`src/rtl/csa_adder_rr_scheduler_if.sv`:
```
// -----------------------------------------------------------------------------
// csa_adder_rr_scheduler_if
//
// Purpose:
//   Bundles the two requester handshakes and the two result return channels
//   of the shared carry-select adder scheduler.
//
// Parameters:
//   WIDTH  operand width; result sums are WIDTH+1 bits
//
// Signals:
//   req0_valid / req1_valid   requester offers an operand pair
//   req0_ready / req1_ready   pair accepted this cycle (combinational grant)
//   req0_a/_b, req1_a/_b      operand pairs, WIDTH bits each
//   res0_valid / res1_valid   one-cycle result pulse for the owning requester
//   res0_sum / res1_sum       result, WIDTH+1 bits, 0 when not valid
//
// Modports:
//   master  client side (drives requests, receives ready and results)
//   slave   scheduler side
// -----------------------------------------------------------------------------
interface csa_adder_rr_scheduler_if #(
  parameter int WIDTH = 28
);

  logic             req0_valid;
  logic             req0_ready;
  logic [WIDTH-1:0] req0_a;
  logic [WIDTH-1:0] req0_b;

  logic             req1_valid;
  logic             req1_ready;
  logic [WIDTH-1:0] req1_a;
  logic [WIDTH-1:0] req1_b;

  logic             res0_valid;
  logic [WIDTH:0]   res0_sum;
  logic             res1_valid;
  logic [WIDTH:0]   res1_sum;

  modport master (
    output req0_valid, req0_a, req0_b,
    output req1_valid, req1_a, req1_b,
    input  req0_ready, req1_ready,
    input  res0_valid, res0_sum,
    input  res1_valid, res1_sum
  );

  modport slave (
    input  req0_valid, req0_a, req0_b,
    input  req1_valid, req1_a, req1_b,
    output req0_ready, req1_ready,
    output res0_valid, res0_sum,
    output res1_valid, res1_sum
  );

endinterface

```
`src/rtl/csa_adder_rr_scheduler.sv`:
```
// -----------------------------------------------------------------------------
// csa_adder_rr_scheduler
//
// Purpose:
//   Shares one pipelined WIDTH-bit carry-select adder (external instance,
//   LAT cycles from operand sample to valid sum) between two requesters.
//   A round-robin arbiter admits at most one operand pair per clock; a
//   LAT-deep tag pipe follows every accepted pair through the adder and
//   steers the returning sum to the requester that owns it.
//
// Parameters:
//   WIDTH  operand width (sums are WIDTH+1 bits)
//   LAT    adder latency in clock cycles
//
// Ports:
//   clk        rising-edge clock
//   rstn       asynchronous active-low reset
//   bus        csa_adder_rr_scheduler_if.slave: both request handshakes and
//              both result channels
//   add_a      to adder operand a (granted pair, 0 when idle)
//   add_b      to adder operand b (granted pair, 0 when idle)
//   add_cin    to adder carry in, always 0
//   add_sum    from adder sum, WIDTH+1 bits
//   stat0_cnt  (ARB_STATS_EN only) saturating transfer count, requester 0
//   stat1_cnt  (ARB_STATS_EN only) saturating transfer count, requester 1
//
// Configuration:
//   ARB_STATS_EN  when defined, adds the two 16-bit saturating transfer
//                 counters and their output ports. Otherwise they are absent
//                 and all other behaviour is unchanged.
// -----------------------------------------------------------------------------
module csa_adder_rr_scheduler #(
  parameter int WIDTH = 28,
  parameter int LAT   = 2
) (
  input  logic                     clk,
  input  logic                     rstn,
  csa_adder_rr_scheduler_if.slave  bus,
  output logic [WIDTH-1:0]         add_a,
  output logic [WIDTH-1:0]         add_b,
  output logic                     add_cin,
  input  logic [WIDTH:0]           add_sum
`ifdef ARB_STATS_EN
  ,
  output logic [15:0]              stat0_cnt,
  output logic [15:0]              stat1_cnt
`endif
);

  // ---------------------------------------------------------------------------
  // Helpers
  // ---------------------------------------------------------------------------
  function automatic logic [15:0] sat_inc16(input logic [15:0] cnt);
    // Counter sticks at all-ones instead of wrapping back to zero.
    if (cnt == 16'hFFFF) begin
      return cnt;
    end
    return cnt + 16'd1;
  endfunction

  // ---------------------------------------------------------------------------
  // Declarations
  // ---------------------------------------------------------------------------
  // Priority pointer: 0 favours requester 0 on contention, 1 favours requester 1.
  logic           ptr_q;
  logic           ptr_d;

  logic           grant0;
  logic           grant1;
  logic           xfer;
  logic           gnt_id;

  // Tag pipe: one {vld, id} entry per adder stage. Index LAT-1 lines up with
  // the sum currently presented on add_sum.
  logic [LAT-1:0] vld_q;
  logic [LAT-1:0] vld_d;
  logic [LAT-1:0] id_q;
  logic [LAT-1:0] id_d;

  logic           out_vld;
  logic           out_id;

  // ---------------------------------------------------------------------------
  // Stage p0: arbitration and operand steering (combinational)
  // ---------------------------------------------------------------------------
  // Grants are gated by rstn so that nothing is accepted while reset is held,
  // even though the reset itself is asynchronous to the clock.
  always_comb begin
    grant0 = 1'b0;
    grant1 = 1'b0;
    if (rstn) begin
      if (bus.req0_valid && (!bus.req1_valid || !ptr_q)) begin
        grant0 = 1'b1;
      end else if (bus.req1_valid) begin
        grant1 = 1'b1;
      end
    end
  end

  // ready is the grant itself, so a grant always means a transfer.
  assign bus.req0_ready = grant0;
  assign bus.req1_ready = grant1;
  assign xfer           = grant0 | grant1;
  assign gnt_id         = grant1;

  always_comb begin
    add_a = '0;
    add_b = '0;
    if (grant0) begin
      add_a = bus.req0_a;
      add_b = bus.req0_b;
    end else if (grant1) begin
      add_a = bus.req1_a;
      add_b = bus.req1_b;
    end
  end

  assign add_cin = 1'b0;

  // After every transfer the winner yields priority to the other side; with
  // no transfer the pointer holds.
  always_comb begin
    ptr_d = ptr_q;
    if (xfer) begin
      ptr_d = ~gnt_id;
    end
  end

  always_ff @(posedge clk or negedge rstn) begin
    if (!rstn) begin
      ptr_q <= 1'b0;
    end else begin
      ptr_q <= ptr_d;
    end
  end

  // ---------------------------------------------------------------------------
  // Stages p1..pLAT: tag pipe shadowing the adder pipeline
  // ---------------------------------------------------------------------------
  always_comb begin
    vld_d    = '0;
    id_d     = '0;
    vld_d[0] = xfer;
    id_d[0]  = gnt_id;
    for (int i = 1; i < LAT; i++) begin
      vld_d[i] = vld_q[i-1];
      id_d[i]  = id_q[i-1];
    end
  end

  // Only the valid bits are control; clearing them is enough to discard
  // everything in flight.
  always_ff @(posedge clk or negedge rstn) begin
    if (!rstn) begin
      vld_q <= '0;
    end else begin
      vld_q <= vld_d;
    end
  end

  // Owner ids are qualified by vld_q and need no reset.
  always_ff @(posedge clk) begin
    id_q <= id_d;
  end

  // ---------------------------------------------------------------------------
  // Result return: route the adder output to its owner
  // ---------------------------------------------------------------------------
  assign out_vld = vld_q[LAT-1];
  assign out_id  = id_q[LAT-1];

  always_comb begin
    bus.res0_valid = 1'b0;
    bus.res1_valid = 1'b0;
    bus.res0_sum   = '0;
    bus.res1_sum   = '0;
    if (out_vld) begin
      if (out_id) begin
        bus.res1_valid = 1'b1;
        bus.res1_sum   = add_sum;
      end else begin
        bus.res0_valid = 1'b1;
        bus.res0_sum   = add_sum;
      end
    end
  end

`ifdef ARB_STATS_EN
  // ---------------------------------------------------------------------------
  // Transfer statistics
  // ---------------------------------------------------------------------------
  logic [15:0] stat0_cnt_q;
  logic [15:0] stat0_cnt_d;
  logic [15:0] stat1_cnt_q;
  logic [15:0] stat1_cnt_d;

  always_comb begin
    stat0_cnt_d = stat0_cnt_q;
    stat1_cnt_d = stat1_cnt_q;
    if (grant0) begin
      stat0_cnt_d = sat_inc16(stat0_cnt_q);
    end
    if (grant1) begin
      stat1_cnt_d = sat_inc16(stat1_cnt_q);
    end
  end

  always_ff @(posedge clk or negedge rstn) begin
    if (!rstn) begin
      stat0_cnt_q <= '0;
      stat1_cnt_q <= '0;
    end else begin
      stat0_cnt_q <= stat0_cnt_d;
      stat1_cnt_q <= stat1_cnt_d;
    end
  end

  assign stat0_cnt = stat0_cnt_q;
  assign stat1_cnt = stat1_cnt_q;
`endif

  // ---------------------------------------------------------------------------
  // Invariants
  // ---------------------------------------------------------------------------
  a_one_grant : assert property (@(posedge clk) disable iff (!rstn)
    !(grant0 && grant1));

  a_one_result : assert property (@(posedge clk) disable iff (!rstn)
    !(bus.res0_valid && bus.res1_valid));

endmodule

```
`src/flat_wrapper.sv`:
```
// flat-port wrapper written by rule: the top's interface ports become plain ports
module csa_adder_rr_scheduler_flat 
#(
  parameter int WIDTH = 28,
  parameter int LAT   = 2
)
  (clk, rstn, add_a, add_b, add_cin, add_sum, bus_req0_valid, bus_req0_a, bus_req0_b, bus_req1_valid, bus_req1_a, bus_req1_b, bus_req0_ready, bus_req1_ready, bus_res0_valid, bus_res0_sum, bus_res1_valid, bus_res1_sum);
  csa_adder_rr_scheduler_if #(.WIDTH(WIDTH)) bus_i ();
  input  logic clk;
  input  logic rstn;
  output logic [WIDTH-1:0] add_a;
  output logic [WIDTH-1:0] add_b;
  output logic add_cin;
  input  logic [WIDTH:0] add_sum;
  input wire logic [$bits(bus_i.req0_valid)-1:0] bus_req0_valid;
  input wire logic [$bits(bus_i.req0_a)-1:0] bus_req0_a;
  input wire logic [$bits(bus_i.req0_b)-1:0] bus_req0_b;
  input wire logic [$bits(bus_i.req1_valid)-1:0] bus_req1_valid;
  input wire logic [$bits(bus_i.req1_a)-1:0] bus_req1_a;
  input wire logic [$bits(bus_i.req1_b)-1:0] bus_req1_b;
  output wire logic [$bits(bus_i.req0_ready)-1:0] bus_req0_ready;
  output wire logic [$bits(bus_i.req1_ready)-1:0] bus_req1_ready;
  output wire logic [$bits(bus_i.res0_valid)-1:0] bus_res0_valid;
  output wire logic [$bits(bus_i.res0_sum)-1:0] bus_res0_sum;
  output wire logic [$bits(bus_i.res1_valid)-1:0] bus_res1_valid;
  output wire logic [$bits(bus_i.res1_sum)-1:0] bus_res1_sum;
  assign bus_i.req0_valid = bus_req0_valid;
  assign bus_i.req0_a = bus_req0_a;
  assign bus_i.req0_b = bus_req0_b;
  assign bus_i.req1_valid = bus_req1_valid;
  assign bus_i.req1_a = bus_req1_a;
  assign bus_i.req1_b = bus_req1_b;
  assign bus_req0_ready = bus_i.req0_ready;
  assign bus_req1_ready = bus_i.req1_ready;
  assign bus_res0_valid = bus_i.res0_valid;
  assign bus_res0_sum = bus_i.res0_sum;
  assign bus_res1_valid = bus_i.res1_valid;
  assign bus_res1_sum = bus_i.res1_sum;
  csa_adder_rr_scheduler #(.WIDTH(WIDTH), .LAT(LAT)) u_core (.clk(clk), .rstn(rstn), .bus(bus_i), .add_a(add_a), .add_b(add_b), .add_cin(add_cin), .add_sum(add_sum));
endmodule
```
`config.mk`:
```
export PLATFORM = sky130hd
export DESIGN_NAME = csa_adder_rr_scheduler_flat
export DESIGN_NICKNAME = d
export VERILOG_FILES = /design/src/rtl/csa_adder_rr_scheduler_if.sv /design/src/rtl/csa_adder_rr_scheduler.sv /design/src/flat_wrapper.sv
export SDC_FILE = /design/constraint.sdc
export NUM_CORES = 1
export LEC_CHECK = 0
export BUFFER_PORTS_ARGS = -buffer_cell sky130_fd_sc_hd__buf_2
export CORE_AREA = 2 2 102 104
export CTS_CLUSTER_DIAMETER = 50
export DETAILED_ROUTE_END_ITERATION = 12
export DIE_AREA = 0 0 104 106
export GPL_TIMING_DRIVEN = 1
export PLACE_DENSITY_LB_ADDON = 0.2
export SLEW_MARGIN = 20
export SYNTH_ARGS = -nofsm -noshare
export SYNTH_HDL_FRONTEND = slang
export SYNTH_SLANG_ARGS = --single-unit
```
`constraint.sdc`:
```
create_clock -name clk -period 1.9 [get_ports clk]
set_input_delay 0.38 -clock clk [delete_from_list [all_inputs] [get_ports clk]]
set_output_delay 0.38 -clock clk [all_outputs]
set_load 0.02 [all_outputs]
```
# After elaboration in Yosys (flattened, before gate mapping)
# Cells that the tools add are included.
[totals] out_inout_bits=119 ff_bits=5 input_bits=145 elab_cells=26
[classes] n_reduce_logical=4 n_mux=17 bitwise=2
[op_table] op="$mux W29" n=4
[op_table] op="$mux W28" n=4
[op_table] op="$mux W1" n=9
[op_table] op="$logic_not A1 Y1" n=2
[op_table] op="$logic_and A1 B1 Y1" n=1
[op_table] op="$logic_or A1 B1 Y1" n=1
[op_table] op="$not A1 Y1" n=1
[op_table] op="$or A1 B1 Y1" n=1

# Longest topological paths before layout
# Gate-level depths: netlist (run 1).
[depth] ltp_word=7 ltp_mapped=5 depth_no_buf=2

# Worst setup path before layout (run 1)
# Ideal clock, no wire load.
[synth_timing] kind="input to output" from="in rstn" to="out add_a[10]" required_ns=1.520 path_stages=4 setup_slack_ns=0.209 t_arrival_ns=1.311 path_buffers=2 cell_sequence="buf_2 buf_2 nand2_1 o32ai_1"
[synth_via] elab_chain_cells=3 word_cells_on_any_way=4 classes_between="4 x mux"
[synth_lines] element="from (decl)" line_no="flat_wrapper.sv:10" rtl="input logic rstn;"
[synth_lines] element="$mux W1" line_no="csa_adder_rr_scheduler.sv:91" rtl="if (rstn) begin"
[synth_lines] element="$mux W28" line_no="csa_adder_rr_scheduler.sv:112" rtl="end else if (grant1) begin"
[synth_lines] element="$mux W28 (*)" line_no="csa_adder_rr_scheduler.sv:109" rtl="if (grant0) begin"
[synth_lines] element="to (decl)" line_no="flat_wrapper.sv:11" rtl="output logic [WIDTH-1:0] add_a;"
# Mark *: on every way between the ends. The rest lies on a longest branch, timed or not.

# Final worst setup path (run 1)
[layout_timing] from="reg u_core.ptr_q" to="out add_a[2]"
[layout_via] elab_chain_cells=7 word_cells_on_any_way=9 classes_between="6 x mux; 3 x reduce/logical"
[layout_lines] element="from (decl)" line_no="csa_adder_rr_scheduler.sv:65" rtl="logic ptr_q;"
[layout_lines] element="from (signal assigned)" line_no="csa_adder_rr_scheduler.sv:133" rtl="ptr_q <= ptr_d;"
[layout_lines] element="$logic_not A1 Y1 (*)" line_no="csa_adder_rr_scheduler.sv:92" rtl="if (bus.req0_valid && (!bus.req1_valid || !ptr_q)) begin"
[layout_lines] element="$logic_or A1 B1 Y1 (*)" line_no="csa_adder_rr_scheduler.sv:92"
[layout_lines] element="$logic_and A1 B1 Y1 (*)" line_no="csa_adder_rr_scheduler.sv:92"
[layout_lines] element="$mux W1" line_no="csa_adder_rr_scheduler.sv:92"
[layout_lines] element="$mux W1" line_no="csa_adder_rr_scheduler.sv:91"
[layout_lines] element="$mux W28" line_no="csa_adder_rr_scheduler.sv:112"
[layout_lines] element="$mux W28 (*)" line_no="csa_adder_rr_scheduler.sv:109"
# Marks and branches as above.

==> report_table.html, run 1 <==
<table>
<tr><th>Metric</th><th>Value</th></tr>
<tr><th colspan="2">Status</th></tr>
<tr><td>Status</td><td>finished, final reports clean</td></tr>
<tr><th colspan="2">Critical path</th></tr>
<tr><td>Worst setup EP type</td><td>output port</td></tr>
<tr><td>Maximum fanout along the worst path</td><td>6</td></tr>
<tr><td>Launch instance of the worst register-to-register path</td><td>u_core.ptr_q</td></tr>
<tr><td>Worst setup path startpoint</td><td>u_core.ptr_q</td></tr>
<tr><td>Path type of the worst setup path</td><td>reg -&gt; out</td></tr>
<tr><td>Startpoint type of the worst setup path</td><td>flop</td></tr>
<tr><td>Data required time at the worst endpoint</td><td>1.52 ns</td></tr>
<tr><td>Arrival time reported for the critical path endpoint</td><td>1.52 ns</td></tr>
<tr><th colspan="2">Clocking</th></tr>
<tr><td>Clock buffers created by TritonCTS</td><td>3</td></tr>
<tr><td>TritonCTS clock tree</td><td>done</td></tr>
<tr><td>Clk buf depth</td><td>2</td></tr>
<tr><td>Clock latency on the worst-skew pair</td><td>0.22 ns</td></tr>
<tr><td>Count of H-tree levels built during CTS</td><td>1</td></tr>
<tr><td>Hold_buf cts</td><td>0</td></tr>
<tr><td>Number of clock sinks</td><td>5</td></tr>
<tr><td>CTS Root Buffer Type</td><td>sky130_fd_sc_hd__clkbuf_8</td></tr>
<tr><td>Clock-pin slew of the registers on the worst-case setup and hold paths</td><td>roughly 0.040 ns</td></tr>
<tr><th colspan="2">Logic synthesis</th></tr>
<tr><td>Share of synthesized area occupied by flip-flops and latches</td><td>5.72%</td></tr>
<tr><td>Netlist Area Pre-Place</td><td>2010 um^2</td></tr>
<tr><td>Avg Synthesized Cell Area</td><td>7.04 um^2</td></tr>
<tr><td>Synthesized Nets</td><td>between 400 and 500</td></tr>
<tr><td>Synth unique cells</td><td>22</td></tr>
<tr><td>Count of state elements after synthesis</td><td>5</td></tr>
<tr><td>Synthesis Warnings</td><td>0</td></tr>
<tr><td>Gate Count Post-Synth</td><td>about 290</td></tr>
<tr><th colspan="2">Hold path</th></tr>
<tr><td>Worst hold-check path type</td><td>in -&gt; async</td></tr>
<tr><th colspan="2">Final layout</th></tr>
<tr><td>Final Cell Area</td><td>about 4000 um^2</td></tr>
<tr><td>Number of fillers in the final layout</td><td>1,068</td></tr>
<tr><td>Share of final-layout standard cells stronger than drive strength 1</td><td>64.7%</td></tr>
<tr><td>Final net count</td><td>around 690</td></tr>
<tr><td>FF+latch area</td><td>115 um^2</td></tr>
<tr><td>Final Core Density</td><td>approximately 40%</td></tr>
<tr><td>Multi-input logic area</td><td>approximately 1800 um^2</td></tr>
<tr><td>N_diodes</td><td>0</td></tr>
<tr><td>Layout overhead on the synthesized area</td><td>98.0%</td></tr>
<tr><th colspan="2">Timing</th></tr>
<tr><td>Final critical-path share of the clock period</td><td>approximately 100%</td></tr>
<tr><td>Final setup violating endpoints</td><td>0</td></tr>
<tr><td>Final Skew</td><td>0.00201 ns</td></tr>
<tr><td>Setup repair after global routing missed its margin</td><td>yes</td></tr>
<tr><td>Achievable clock frequency</td><td>528 MHz</td></tr>
<tr><td>Final Max Slew Viols</td><td>0</td></tr>
<tr><td>Number of hold violations in the final report</td><td>0</td></tr>
<tr><td>Post-layout minimum cycle time</td><td>1.90 ns</td></tr>
<tr><th colspan="2">Pwr</th></tr>
<tr><td>Worst voltage drop across the vdd grid</td><td>125 uV</td></tr>
<tr><td>Internal power of the cells</td><td>0.839 mW</td></tr>
<tr><td>Combinational power share</td><td>79.4%</td></tr>
<tr><td>Power per Cell Area</td><td>~400 nW/um^2</td></tr>
<tr><td>Leakage Power</td><td>2.20 nW</td></tr>
<tr><td>Switching power summed over all nets</td><td>0.719 mW</td></tr>
<tr><td>Part of the power in the clock network</td><td>approximately an eighth</td></tr>
<tr><td>Switching Fraction</td><td>46.2%</td></tr>
<tr><td>Seq pwr share</td><td>7.7%</td></tr>
<tr><th colspan="2">Detailed routing</th></tr>
<tr><td>Initial DRC count</td><td>157</td></tr>
<tr><td>Vias</td><td>3,086</td></tr>
<tr><td>Wire per inst</td><td>14.4 um</td></tr>
<tr><td>First-pass iteration count of the detailed router</td><td>5</td></tr>
<tr><td>Detailed Route WL</td><td>9770 um</td></tr>
<tr><td>Number of design rule violations left after detail routing</td><td>0</td></tr>
<tr><td>Via density</td><td>4.56</td></tr>
<tr><td>Post-route ant nets</td><td>0</td></tr>
<tr><th colspan="2">Die</th></tr>
<tr><td>Floorplan die width</td><td>104 um</td></tr>
<tr><td>Number of rows created at floorplan</td><td>37</td></tr>
<tr><td>Area enclosed by the die boundary</td><td>11,000 um^2</td></tr>
<tr><td>Starting Density</td><td>20.1%</td></tr>
<tr><td>Boundary pin count</td><td>264</td></tr>
<tr><td>Core area</td><td>between 9000 and 10,000 um^2</td></tr>
<tr><td>Die height</td><td>106 um</td></tr>
<tr><th colspan="2">Placement</th></tr>
<tr><td>Routability cong.</td><td>0.779</td></tr>
<tr><td>Cell area after placement</td><td>3460 um^2</td></tr>
<tr><td>Dpl hpwl</td><td>6780 um</td></tr>
<tr><td>Port-buffer cells</td><td>262</td></tr>
<tr><th colspan="2">GRT</th></tr>
<tr><td>Initial antenna violation count</td><td>0</td></tr>
<tr><td>GRT overflow</td><td>0</td></tr>
<tr><td>Global-route wire length before repair</td><td>13,400 um</td></tr>
<tr><td>Number of global-route vias before repair</td><td>roughly 2,700</td></tr>
<tr><td>Largest net degree at the start of global routing</td><td>48</td></tr>
<tr><td>Total track usage</td><td>between 10% and 20%</td></tr>
<tr><th colspan="2">Job</th></tr>
<tr><td>Max-cap violations</td><td>0</td></tr>
</table>
final cells by class:
type	count	area share, %
flip-flops and latches	5	2.89
repair buffers	291	47.3
inverters	2	0.188
well taps	136	4.27
clock buffers	4	1.13
multi-input cells	239	44.3
metal layers:
layer | GRT usage, % | vias to the layer above | part of all wire, %
met5 | 0 | - | 0
met4 | 2.99 | 0 | 0.82
met3 | 2.27 | 4 | 6.7
met2 | 29.5 | 155 | 55
met1 | 15.9 | 1395 | 38
li1 | - | 1532 | -
power groups by stage:
stage	clock [mW]	combinational [mW]	sequential [mW]
final	0.200	1.24	0.120
after global routing	0.215	1.32	0.122
after CTS	0.206	1.12	0.121
after detailed placement	0	1.01	0.124
after global placement	0	1.01	0.124
after floorplan	0	0.643	0.125
flip-flops by register name, summed over array words and instances, names as in the netlist:
register	cells
u_core.ptr_q	1
u_core.vld_q	2
u_core.id_q	2
layout by cell type, fill, tap and decap left out, drive strengths merged:
| cell type | instances |
|---|---|
| a21bo | 2 |
| a21oi | 1 |
| a31oi | 1 |
| and2 | 29 |
| and3 | 29 |
| buf | 287 |
| clkbuf | 8 |
| conb | 1 |
| dfrtp | 3 |
| dfxtp | 2 |
| inv | 2 |
| nand2 | 113 |
| nor2 | 4 |
| nor2b | 2 |
| nor3 | 1 |
| o32ai | 56 |
worst paths after layout:
check	slack [ns]	endpoint	cells after the start
setup / recovery	0.005	add_a[2]	5
hold / removal	0.02	u_core.ptr_q	1
setup reg to reg	0.81	u_core.id_q[0]	5
hold reg to reg	0.33	u_core.id_q[1]	0
max in group asynchronous	1.54	u_core.vld_q[0]	2
min in group clk	0.33	u_core.id_q[1]	0
stage by stage:
stage                     setup WS [ns]  hold slack [ns]  setup TNS (ns)  instances  total power [mW]
after global placement        -0.000903            0.260        -0.00147        660              1.13
after detailed placement        -0.0313            0.258          -0.390        660              1.13
final                           0.00458           0.0241               0        677              1.56
after floorplan                   0.209           0.0844               0        286             0.768
after global routing            -0.0371           0.0233          -0.648        677              1.66
after CTS                       0.00465           0.0215               0        671              1.45
worst max-delay path, stage by stage, from the launching register on:
cell and delay [ns]:
sky130_fd_sc_hd__dfrtp_1 0.37, sky130_fd_sc_hd__buf_4 0.16, sky130_fd_sc_hd__a21bo_4 0.28, sky130_fd_sc_hd__buf_12 0.16, sky130_fd_sc_hd__o32ai_1 0.11, sky130_fd_sc_hd__buf_2 0.21
synth_stat cells, drive strengths merged:
cell type	number	area, um^2
o32ai	56	783
a21oi	1	5.00
inv	2	7.50
clkbuf	9	35.0
nor3	1	5.00
dfxtp	2	40.0
buf	32	225
nor2	4	15.0
conb	1	3.75
a31oi	1	6.26
dfrtp	3	75.1
nor2b	2	15.0
nand2	113	424
a21bo	1	10.0
and2	29	181
and3	29	181
cell families after synthesis:
family / synth area share, %
and+or+nand+nor: 40.8
other: 0.186
buffers and inverters: 13.3
DFF: 5.72
AOI/OAI and AO/OA: 40.0
what timing repair did:
item	CTS	global route
resized for setup	37	35
setup buffers	5	0
gates cloned	2	6
setup endpoints to repair	58	42
pin swaps	1	1
(Power assumes the default switching activity.)
==> run 2, diff against run 1 <==
--- a/config.mk
+++ b/config.mk
@@ -6,10 +6,10 @@
 export NUM_CORES = 1
 export LEC_CHECK = 0
 export BUFFER_PORTS_ARGS = -buffer_cell sky130_fd_sc_hd__buf_2
-export CORE_AREA = 2 2 102 104
+export CORE_AREA = 8 8 97 99
 export CTS_CLUSTER_DIAMETER = 50
 export DETAILED_ROUTE_END_ITERATION = 12
-export DIE_AREA = 0 0 104 106
+export DIE_AREA = 0 0 105 107
 export GPL_TIMING_DRIVEN = 1
 export PLACE_DENSITY_LB_ADDON = 0.2
 export SLEW_MARGIN = 20
==> run 2 against run 1 <==
  * Via count is 1.4% lower
  * First-iteration DRC count is 3.2% higher
  * Utilization increased by 8.2 points
  * Clock skew is essentially flat
  * Worst hold slack improved by 0.20 ns
  * Fmax fell by 0.23%
  * Final area is 4.4% lower
  * Cell count decreased by 5.2%
  * Global-route usage grew 2.4 points
==> report_table.html, run 2 (synthesis gave the netlist of run 1 again) <==
<table>
<tr><th>Metric</th><th>Value</th></tr>
<tr><th colspan="2">Final layout</th></tr>
<tr><td>Layout overhead on the synthesized area</td><td>89.3%</td></tr>
<tr><td>Leading cell type in the layout, fill and taps excluded</td><td>sky130_fd_sc_hd__buf_2</td></tr>
<tr><td>N_diodes</td><td>0 (unchanged)</td></tr>
<tr><td>Share of final-layout standard cells stronger than drive strength 1</td><td>63.9% (-0.82 points)</td></tr>
<tr><td>Final net count</td><td>683 (-0.58%)</td></tr>
<tr><td>Registers with the most flip-flops</td><td>u_core.id_q x2, u_core.vld_q x2, u_core.ptr_q x1</td></tr>
<tr><td>Number of fillers in the final layout</td><td>807 (-24%)</td></tr>
<tr><td>Leading cell types in the layout, fill and taps excluded</td><td>sky130_fd_sc_hd__buf_2, sky130_fd_sc_hd__nand2_1, sky130_fd_sc_hd__buf_4, sky130_fd_sc_hd__o32ai_2</td></tr>
<tr><th colspan="2">Die</th></tr>
<tr><td>Floorplan die width</td><td>105 um (+0.96%)</td></tr>
<tr><td>Starting Density</td><td>25.4% (+5.3 points)</td></tr>
<tr><td>Boundary pin count</td><td>264 (unchanged)</td></tr>
<tr><td>Die height</td><td>107 um (+0.94%)</td></tr>
<tr><td>Core area</td><td>7930 um^2 (-21%)</td></tr>
<tr><td>Number of rows created at floorplan</td><td>33 (-11%)</td></tr>
<tr><td>Area enclosed by the die boundary</td><td>11,200 um^2 (+1.9%)</td></tr>
<tr><th colspan="2">GRT</th></tr>
<tr><td>Initial antenna violation count</td><td>0 (unchanged)</td></tr>
<tr><td>Number of global-route vias before repair</td><td>3,154 (+16%)</td></tr>
<tr><td>Global-route wire length before repair</td><td>16,200 um (+21%)</td></tr>
<tr><td>Largest net degree at the start of global routing</td><td>43 (-10%)</td></tr>
<tr><td>GRT overflow</td><td>0 (unchanged)</td></tr>
<tr><td>Total track usage</td><td>17.0% (+2.4 points)</td></tr>
<tr><th colspan="2">Clocking</th></tr>
<tr><td>TritonCTS clock tree</td><td>done</td></tr>
<tr><td>Number of clock sinks</td><td>5 (unchanged)</td></tr>
<tr><td>Clock latency on the worst-skew pair</td><td>0.22 ns (about the same)</td></tr>
<tr><td>Hold_buf cts</td><td>0 (unchanged)</td></tr>
<tr><td>CTS Root Buffer Type</td><td>sky130_fd_sc_hd__clkbuf_8</td></tr>
<tr><td>Clk buf depth</td><td>2 (unchanged)</td></tr>
<tr><td>Clock buffers created by TritonCTS</td><td>3 (unchanged)</td></tr>
<tr><td>Clock-pin slew of the registers on the worst-case setup and hold paths</td><td>0.04 ns (about the same)</td></tr>
<tr><td>Count of H-tree levels built during CTS</td><td>1 (unchanged)</td></tr>
<tr><th colspan="2">Placement</th></tr>
<tr><td>Dpl hpwl</td><td>8360 um (+23%)</td></tr>
<tr><td>Port-buffer cells</td><td>262 (unchanged)</td></tr>
<tr><td>Routability cong.</td><td>0.805 (+3.3%)</td></tr>
<tr><th colspan="2">Pwr</th></tr>
<tr><td>Leakage Power</td><td>2.13 nW (-3.2%)</td></tr>
<tr><td>Power per Cell Area</td><td>391 nW/um^2 (about the same)</td></tr>
<tr><td>Total power draw</td><td>1.49 mW (-4.4%)</td></tr>
<tr><td>Worst voltage drop across the vdd grid</td><td>155 uV (+24%)</td></tr>
<tr><th colspan="2">Detailed routing</th></tr>
<tr><td>Initial DRC count</td><td>162 (+3.2%)</td></tr>
<tr><td>First-pass iteration count of the detailed router</td><td>4 (-1)</td></tr>
<tr><td>Wire per inst</td><td>16.6 um (+15%)</td></tr>
<tr><td>Via density</td><td>4.74 (+4.0%)</td></tr>
<tr><td>Vias</td><td>3,043 (-1.4%)</td></tr>
<tr><td>Post-route ant nets</td><td>0 (unchanged)</td></tr>
<tr><td>Number of design rule violations left after detail routing</td><td>0 (unchanged)</td></tr>
<tr><td>Detailed Route WL</td><td>10,600 um (+8.9%)</td></tr>
<tr><th colspan="2">Job</th></tr>
<tr><td>Max-cap violations</td><td>0 (unchanged)</td></tr>
<tr><th colspan="2">Timing</th></tr>
<tr><td>Number of hold violations in the final report</td><td>0 (unchanged)</td></tr>
<tr><td>Post-layout minimum cycle time</td><td>1.90 ns (+0.00433 ns)</td></tr>
<tr><td>Final setup violating endpoints</td><td>0 (unchanged)</td></tr>
<tr><td>Setup repair after global routing missed its margin</td><td>yes</td></tr>
<tr><td>Final critical-path share of the clock period</td><td>100% (+0.23 points)</td></tr>
<tr><td>Achievable clock frequency</td><td>526 MHz (-0.23%)</td></tr>
<tr><td>Total Neg Setup Slack</td><td>0 ns (unchanged)</td></tr>
<tr><td>Final Max Slew Viols</td><td>0 (unchanged)</td></tr>
<tr><td>Final Skew</td><td>0.00164 ns (-0.000369 ns)</td></tr>
<tr><th colspan="2">Critical path</th></tr>
<tr><td>Arrival time reported for the critical path endpoint</td><td>1.52 ns (about the same)</td></tr>
<tr><td>Startpoint type of the worst setup path</td><td>flop</td></tr>
<tr><td>Worst setup EP type</td><td>output port</td></tr>
<tr><td>Data required time at the worst endpoint</td><td>1.52 ns (about the same)</td></tr>
<tr><td>Path type of the worst setup path</td><td>reg -&gt; out</td></tr>
<tr><td>Worst reg-to-reg path cell count</td><td>5 (unchanged)</td></tr>
<tr><td>Maximum fanout along the worst path</td><td>19 (+13)</td></tr>
<tr><th colspan="2">Hold path</th></tr>
<tr><td>Worst hold-check path type</td><td>in -&gt; async</td></tr>
<tr><th colspan="2">Status</th></tr>
<tr><td>Status</td><td>finished, final reports clean</td></tr>
</table>
## run 2: cell types whose count changed in the layout (fill, tap and decap cells not counted), sizes merged
cell and delta:
clkbuf -4, a21bo -1, nor2b +1
## run 2: metrics by stage
stage,hold WS (ns),cells,setup WS (ns),utilization (%),area (um^2)
floorplan,0.0844,286,0.209,-,2010
global placement,0.320,633,-0.103,43.2,3420
detailed placement,0.312,633,-0.122,43.2,3420
CTS,0.230,642,-0.00429,45.4,3600
global route,0.249,642,-0.0606,48.1,3810
finish,0.227,642,0.000249,48.1,3810
## run 2: critical path: stages, from the launching register on
cell and delay, ns:
sky130_fd_sc_hd__dfrtp_2 0.36, sky130_fd_sc_hd__buf_6 0.12, sky130_fd_sc_hd__nor2b_4 0.04, sky130_fd_sc_hd__buf_12 0.14, sky130_fd_sc_hd__buf_12 0.16, sky130_fd_sc_hd__o32ai_1 0.25
sky130_fd_sc_hd__buf_2 0.21
## run 2: final cells by class
cell class / count / area, um^2 / area share (%)
multi-input cells: 239 / 1760 / 46.2
repair buffers: 287 / 1750 / 45.9
well taps: 105 / 131 / 3.45
flip-flops and latches: 5 / 116 / 3.05
clock buffers: 4 / 45.0 / 1.18
inverters: 2 / 7.51 / 0.197
## run 2: path summary, 6_finish.rpt
path                                startpoint              end  slack (ns)
worst max-delay path              u_core.ptr_q         add_a[0]      0.0002
worst min-delay path                      rstn  u_core.vld_q[0]        0.23
worst max register to register    u_core.ptr_q   u_core.id_q[0]        0.69
worst min register to register  u_core.id_q[0]   u_core.id_q[1]        0.32
max in group asynchronous                 rstn     u_core.ptr_q        1.50
min in group clk                u_core.id_q[0]   u_core.id_q[1]        0.32
## run 2: repair_timing
item	in CTS	in global routing
setup endpoints to repair	58	57
pin swaps	1	2
resized for setup	17	57
setup buffers	3	0
gates cloned	2	0
## run 2: report_power, final
group	switching (mW)	leakage [nW]	internal, mW
sequential	0.00495	0.0515	0.117
clock	0.0491	0.0228	0.144
combinational	0.648	2.05	0.525
## run 2: per-layer routing
metal | global-route usage (%) | vias to the layer above | routed length (um)
met2 | 33.0 | 179 | 5570
met5 | 0 | - | 0
li1 | - | 1521 | -
met1 | 17.7 | 1339 | 4070
met3 | 5.10 | 4 | 944
met4 | 2.85 | 0 | 63
==> run 3, diff against run 2 <==
--- a/config.mk
+++ b/config.mk
@@ -11,6 +11,7 @@
 export DETAILED_ROUTE_END_ITERATION = 12
 export DIE_AREA = 0 0 105 107
 export GPL_TIMING_DRIVEN = 1
+export MAX_ROUTING_LAYER = met4
 export PLACE_DENSITY_LB_ADDON = 0.2
 export SLEW_MARGIN = 20
 export SYNTH_ARGS = -nofsm -noshare
==> run 3 against run 2 <==
  * The flow now finishes with violations (setup timing)
  * Utilization rose by 7.0 points
  * Setup slack got worse by 0.0035 ns
  * Global-route usage rose by 0.52 points
  * Total power is 18% higher
  * First-iteration DRC count decreased by 16%
  * Critical endpoint is now add_a[3]
  * Largest cell class is now non-clock buffers
  * Worst hold slack got worse by 0.0024 ns
  * Combinational power grew 23%
  * Sequential share of layout area down 0.39 points
  * Sequential cell count did not move
  * Critical path type unchanged
  * Non-clock buffer count increased by 13
==> report_table.html, run 3 (synthesis gave the netlist of run 1 again) <==
<table>
<tr><th>Metric</th><th>Value</th></tr>
<tr><th colspan="2">Detailed routing</th></tr>
<tr><td>Vias</td><td>3,211 (+5.5%)</td></tr>
<tr><td>First-pass iteration count of the detailed router</td><td>4 (unchanged)</td></tr>
<tr><td>Wire per inst</td><td>18.0 um (+8.7%)</td></tr>
<tr><td>Number of design rule violations left after detail routing</td><td>0 (unchanged)</td></tr>
<tr><td>Initial DRC count</td><td>136 (-16%)</td></tr>
<tr><td>Post-route ant nets</td><td>0 (unchanged)</td></tr>
<tr><td>Detailed Route WL</td><td>11,800 um (+11%)</td></tr>
<tr><td>Via density</td><td>4.89 (+3.3%)</td></tr>
<tr><th colspan="2">GRT</th></tr>
<tr><td>Total track usage</td><td>17.5% (+0.52 points)</td></tr>
<tr><td>Number of global-route vias before repair</td><td>3,165 (+0.35%)</td></tr>
<tr><td>Initial antenna violation count</td><td>0 (unchanged)</td></tr>
<tr><td>GRT overflow</td><td>0 (unchanged)</td></tr>
<tr><td>Global-route wire length before repair</td><td>16,200 um (-0.13%)</td></tr>
<tr><td>Largest net degree at the start of global routing</td><td>43 (unchanged)</td></tr>
<tr><th colspan="2">Clocking</th></tr>
<tr><td>Clk buf depth</td><td>2 (unchanged)</td></tr>
<tr><td>CTS Root Buffer Type</td><td>sky130_fd_sc_hd__clkbuf_8</td></tr>
<tr><td>Hold_buf cts</td><td>0 (unchanged)</td></tr>
<tr><td>Clock-pin slew of the registers on the worst-case setup and hold paths</td><td>0.04 ns (about the same)</td></tr>
<tr><td>Clock buffers created by TritonCTS</td><td>3 (unchanged)</td></tr>
<tr><td>Number of clock sinks</td><td>5 (unchanged)</td></tr>
<tr><td>TritonCTS clock tree</td><td>done</td></tr>
<tr><td>Clock latency on the worst-skew pair</td><td>0.22 ns (about the same)</td></tr>
<tr><td>Count of H-tree levels built during CTS</td><td>1 (unchanged)</td></tr>
<tr><th colspan="2">Timing</th></tr>
<tr><td>Final setup violating endpoints</td><td>4 (+4)</td></tr>
<tr><td>Post-layout minimum cycle time</td><td>1.90 ns (+0.00349 ns)</td></tr>
<tr><td>Final Max Slew Viols</td><td>0 (unchanged)</td></tr>
<tr><td>Final Skew</td><td>0.00197 ns (+0.000335 ns)</td></tr>
<tr><td>Number of hold violations in the final report</td><td>0 (unchanged)</td></tr>
<tr><td>Achievable clock frequency</td><td>525 MHz (-0.18%)</td></tr>
<tr><td>Worst path setup slack after routing</td><td>-0.00324 ns (-0.00349 ns)</td></tr>
<tr><td>Final critical-path share of the clock period</td><td>100% (+0.18 points)</td></tr>
<tr><td>Setup repair after global routing missed its margin</td><td>yes</td></tr>
<tr><th colspan="2">Die</th></tr>
<tr><td>Starting Density</td><td>25.4% (unchanged)</td></tr>
<tr><td>Number of rows created at floorplan</td><td>33 (unchanged)</td></tr>
<tr><td>Floorplan die width</td><td>105 um (unchanged)</td></tr>
<tr><td>Die height</td><td>107 um (unchanged)</td></tr>
<tr><td>Boundary pin count</td><td>264 (unchanged)</td></tr>
<tr><td>Area enclosed by the die boundary</td><td>11,200 um^2 (unchanged)</td></tr>
<tr><td>Core area</td><td>7930 um^2 (unchanged)</td></tr>
<tr><th colspan="2">Final layout</th></tr>
<tr><td>Share of final-layout standard cells stronger than drive strength 1</td><td>66.1% (+2.2 points)</td></tr>
<tr><td>Registers with the most flip-flops</td><td>u_core.id_q x2, u_core.vld_q x2, u_core.ptr_q x1</td></tr>
<tr><td>Leading cell types in the layout, fill and taps excluded</td><td>sky130_fd_sc_hd__buf_2, sky130_fd_sc_hd__nand2_1, sky130_fd_sc_hd__buf_4, sky130_fd_sc_hd__o32ai_2</td></tr>
<tr><td>N_diodes</td><td>0 (unchanged)</td></tr>
<tr><td>Leading cell type in the layout, fill and taps excluded</td><td>sky130_fd_sc_hd__buf_2</td></tr>
<tr><td>Layout overhead on the synthesized area</td><td>117%</td></tr>
<tr><td>Final net count</td><td>697 (+2.0%)</td></tr>
<tr><td>Number of standard cells in the final layout excluding fillers</td><td>656 (+2.2%)</td></tr>
<tr><td>Final Cell Area</td><td>4370 um^2 (+15%)</td></tr>
<tr><th colspan="2">Critical path</th></tr>
<tr><td>Arrival time reported for the critical path endpoint</td><td>1.52 ns (about the same)</td></tr>
<tr><td>Worst setup EP type</td><td>output port</td></tr>
<tr><td>Reg-to-reg endpoint</td><td>u_core.id_q[0]</td></tr>
<tr><td>Buffering stage count on the worst path with inverters included</td><td>3 (-1)</td></tr>
<tr><td>Delay of the slowest cell on the worst path</td><td>0.42 ns (+0.06 ns)</td></tr>
<tr><td>Worst path top cell family by delay</td><td>buffers and inverters</td></tr>
<tr><td>Cells along the critical path</td><td>buf_6, a21bo_4, clkbuf_16, o32ai_4, buf_6</td></tr>
<tr><td>Path type of the worst setup path</td><td>reg -&gt; out</td></tr>
<tr><td>Worst path most repeated cell</td><td>sky130_fd_sc_hd__buf_6</td></tr>
<tr><td>Startpoint type of the worst setup path</td><td>flop</td></tr>
<tr><td>Reg2reg setup slack</td><td>0.73 ns (+0.04 ns)</td></tr>
<tr><td>Launch instance of the worst register-to-register path</td><td>u_core.ptr_q</td></tr>
<tr><td>Maximum fanout along the worst path</td><td>8 (-11)</td></tr>
<tr><td>Crit path max-delay cell type</td><td>sky130_fd_sc_hd__dfrtp_2</td></tr>
<tr><td>Data required time at the worst endpoint</td><td>1.52 ns (about the same)</td></tr>
<tr><td>Worst reg-to-reg path cell count</td><td>5 (unchanged)</td></tr>
<tr><th colspan="2">Placement</th></tr>
<tr><td>Cell area after placement</td><td>3420 um^2 (unchanged)</td></tr>
<tr><td>Placement Setup Slack</td><td>-0.122 ns (unchanged)</td></tr>
<tr><td>Port-buffer cells</td><td>262 (unchanged)</td></tr>
<tr><td>Count of placed standard cells including taps</td><td>633 (unchanged)</td></tr>
<tr><td>Routability cong.</td><td>0.816 (+1.5%)</td></tr>
<tr><td>Dpl hpwl</td><td>8360 um (unchanged)</td></tr>
<tr><th colspan="2">Status</th></tr>
<tr><td>Status</td><td>finished with violations</td></tr>
<tr><td>Failing checks</td><td>setup timing</td></tr>
<tr><th colspan="2">Pwr</th></tr>
<tr><td>Worst voltage drop across the vdd grid</td><td>174 uV (+12%)</td></tr>
<tr><td>Power per Cell Area</td><td>402 nW/um^2 (+3.0%)</td></tr>
<tr><td>Leakage Power</td><td>2.30 nW (+8.0%)</td></tr>
<tr><th colspan="2">Job</th></tr>
<tr><td>Max-cap violations</td><td>0 (unchanged)</td></tr>
<tr><th colspan="2">Hold path</th></tr>
<tr><td>Worst hold-check path type</td><td>in -&gt; async</td></tr>
</table>
run 3: changes by cell type in the layout (fill, tap and decap cells not counted), sizes merged:
| cell | before | now |
|---|---|---|
| clkbuf | 4 | 10 |
| a21bo | 1 | 2 |
| buf | 287 | 294 |
run 3: layout make-up:
| class | count | area (um^2) |
|---|---|---|
| Tap cell | 105 | 131 |
| Fill cell | 743 | 3560 |
| Inverter | 2 | 7.51 |
| Clock buffer | 4 | 45.0 |
| Multi-Input combinational cell | 240 | 2000 |
| Sequential cell | 5 | 116 |
| Timing Repair Buffer | 300 | 2070 |
run 3: per-layer routing:
metal  track usage [%]  share of wire, %
met3              3.72               7.1
met5                 -                 0
met4              2.85              0.75
met2              33.4                54
met1              18.2                38
run 3: repair_timing:
item	in CTS	in global routing
buffers inserted	3	5
gates cloned	2	9
pin swaps	1	18
gates resized for setup	17	103
setup endpoints to repair	58	57
run 3: how the worst max path moves through the flow:
stage                   start   endpoint  slack (ns)  depth (start not counted)
3_3_place_gp   bus_req0_valid  add_b[13]       -0.10                          5
6_report         u_core.ptr_q   add_a[3]      -0.003                          5
5_1_grt          u_core.ptr_q   add_a[1]       -0.04                          5
4_1_cts          u_core.ptr_q   add_a[3]      -0.004                          5
3_5_place_dp   bus_req0_valid  add_b[11]       -0.12                          5
2_1_floorplan            rstn  add_a[10]        0.21                          4
run 3: power by group:
group / total (mW) / switching, mW / internal, mW / leakage [nW]
logic: 1.44 / 0.748 / 0.691 / 2.22
clock network: 0.194 / 0.0503 / 0.144 / 0.0228
registers: 0.124 / 0.00666 / 0.117 / 0.0515
run 3: per-stage QoR:
stage                     total power, mW  utilization, %  setup TNS [ns]  hold WS, ns
after floorplan                     0.768               -               0       0.0844
after global placement               1.14            43.2           -2.79        0.320
after detailed placement             1.15            43.2           -3.31        0.312
after CTS                            1.42            45.4        -0.00773        0.230
after global routing                 1.86            55.1          -0.831        0.244
final                                1.76            55.1        -0.00625        0.225
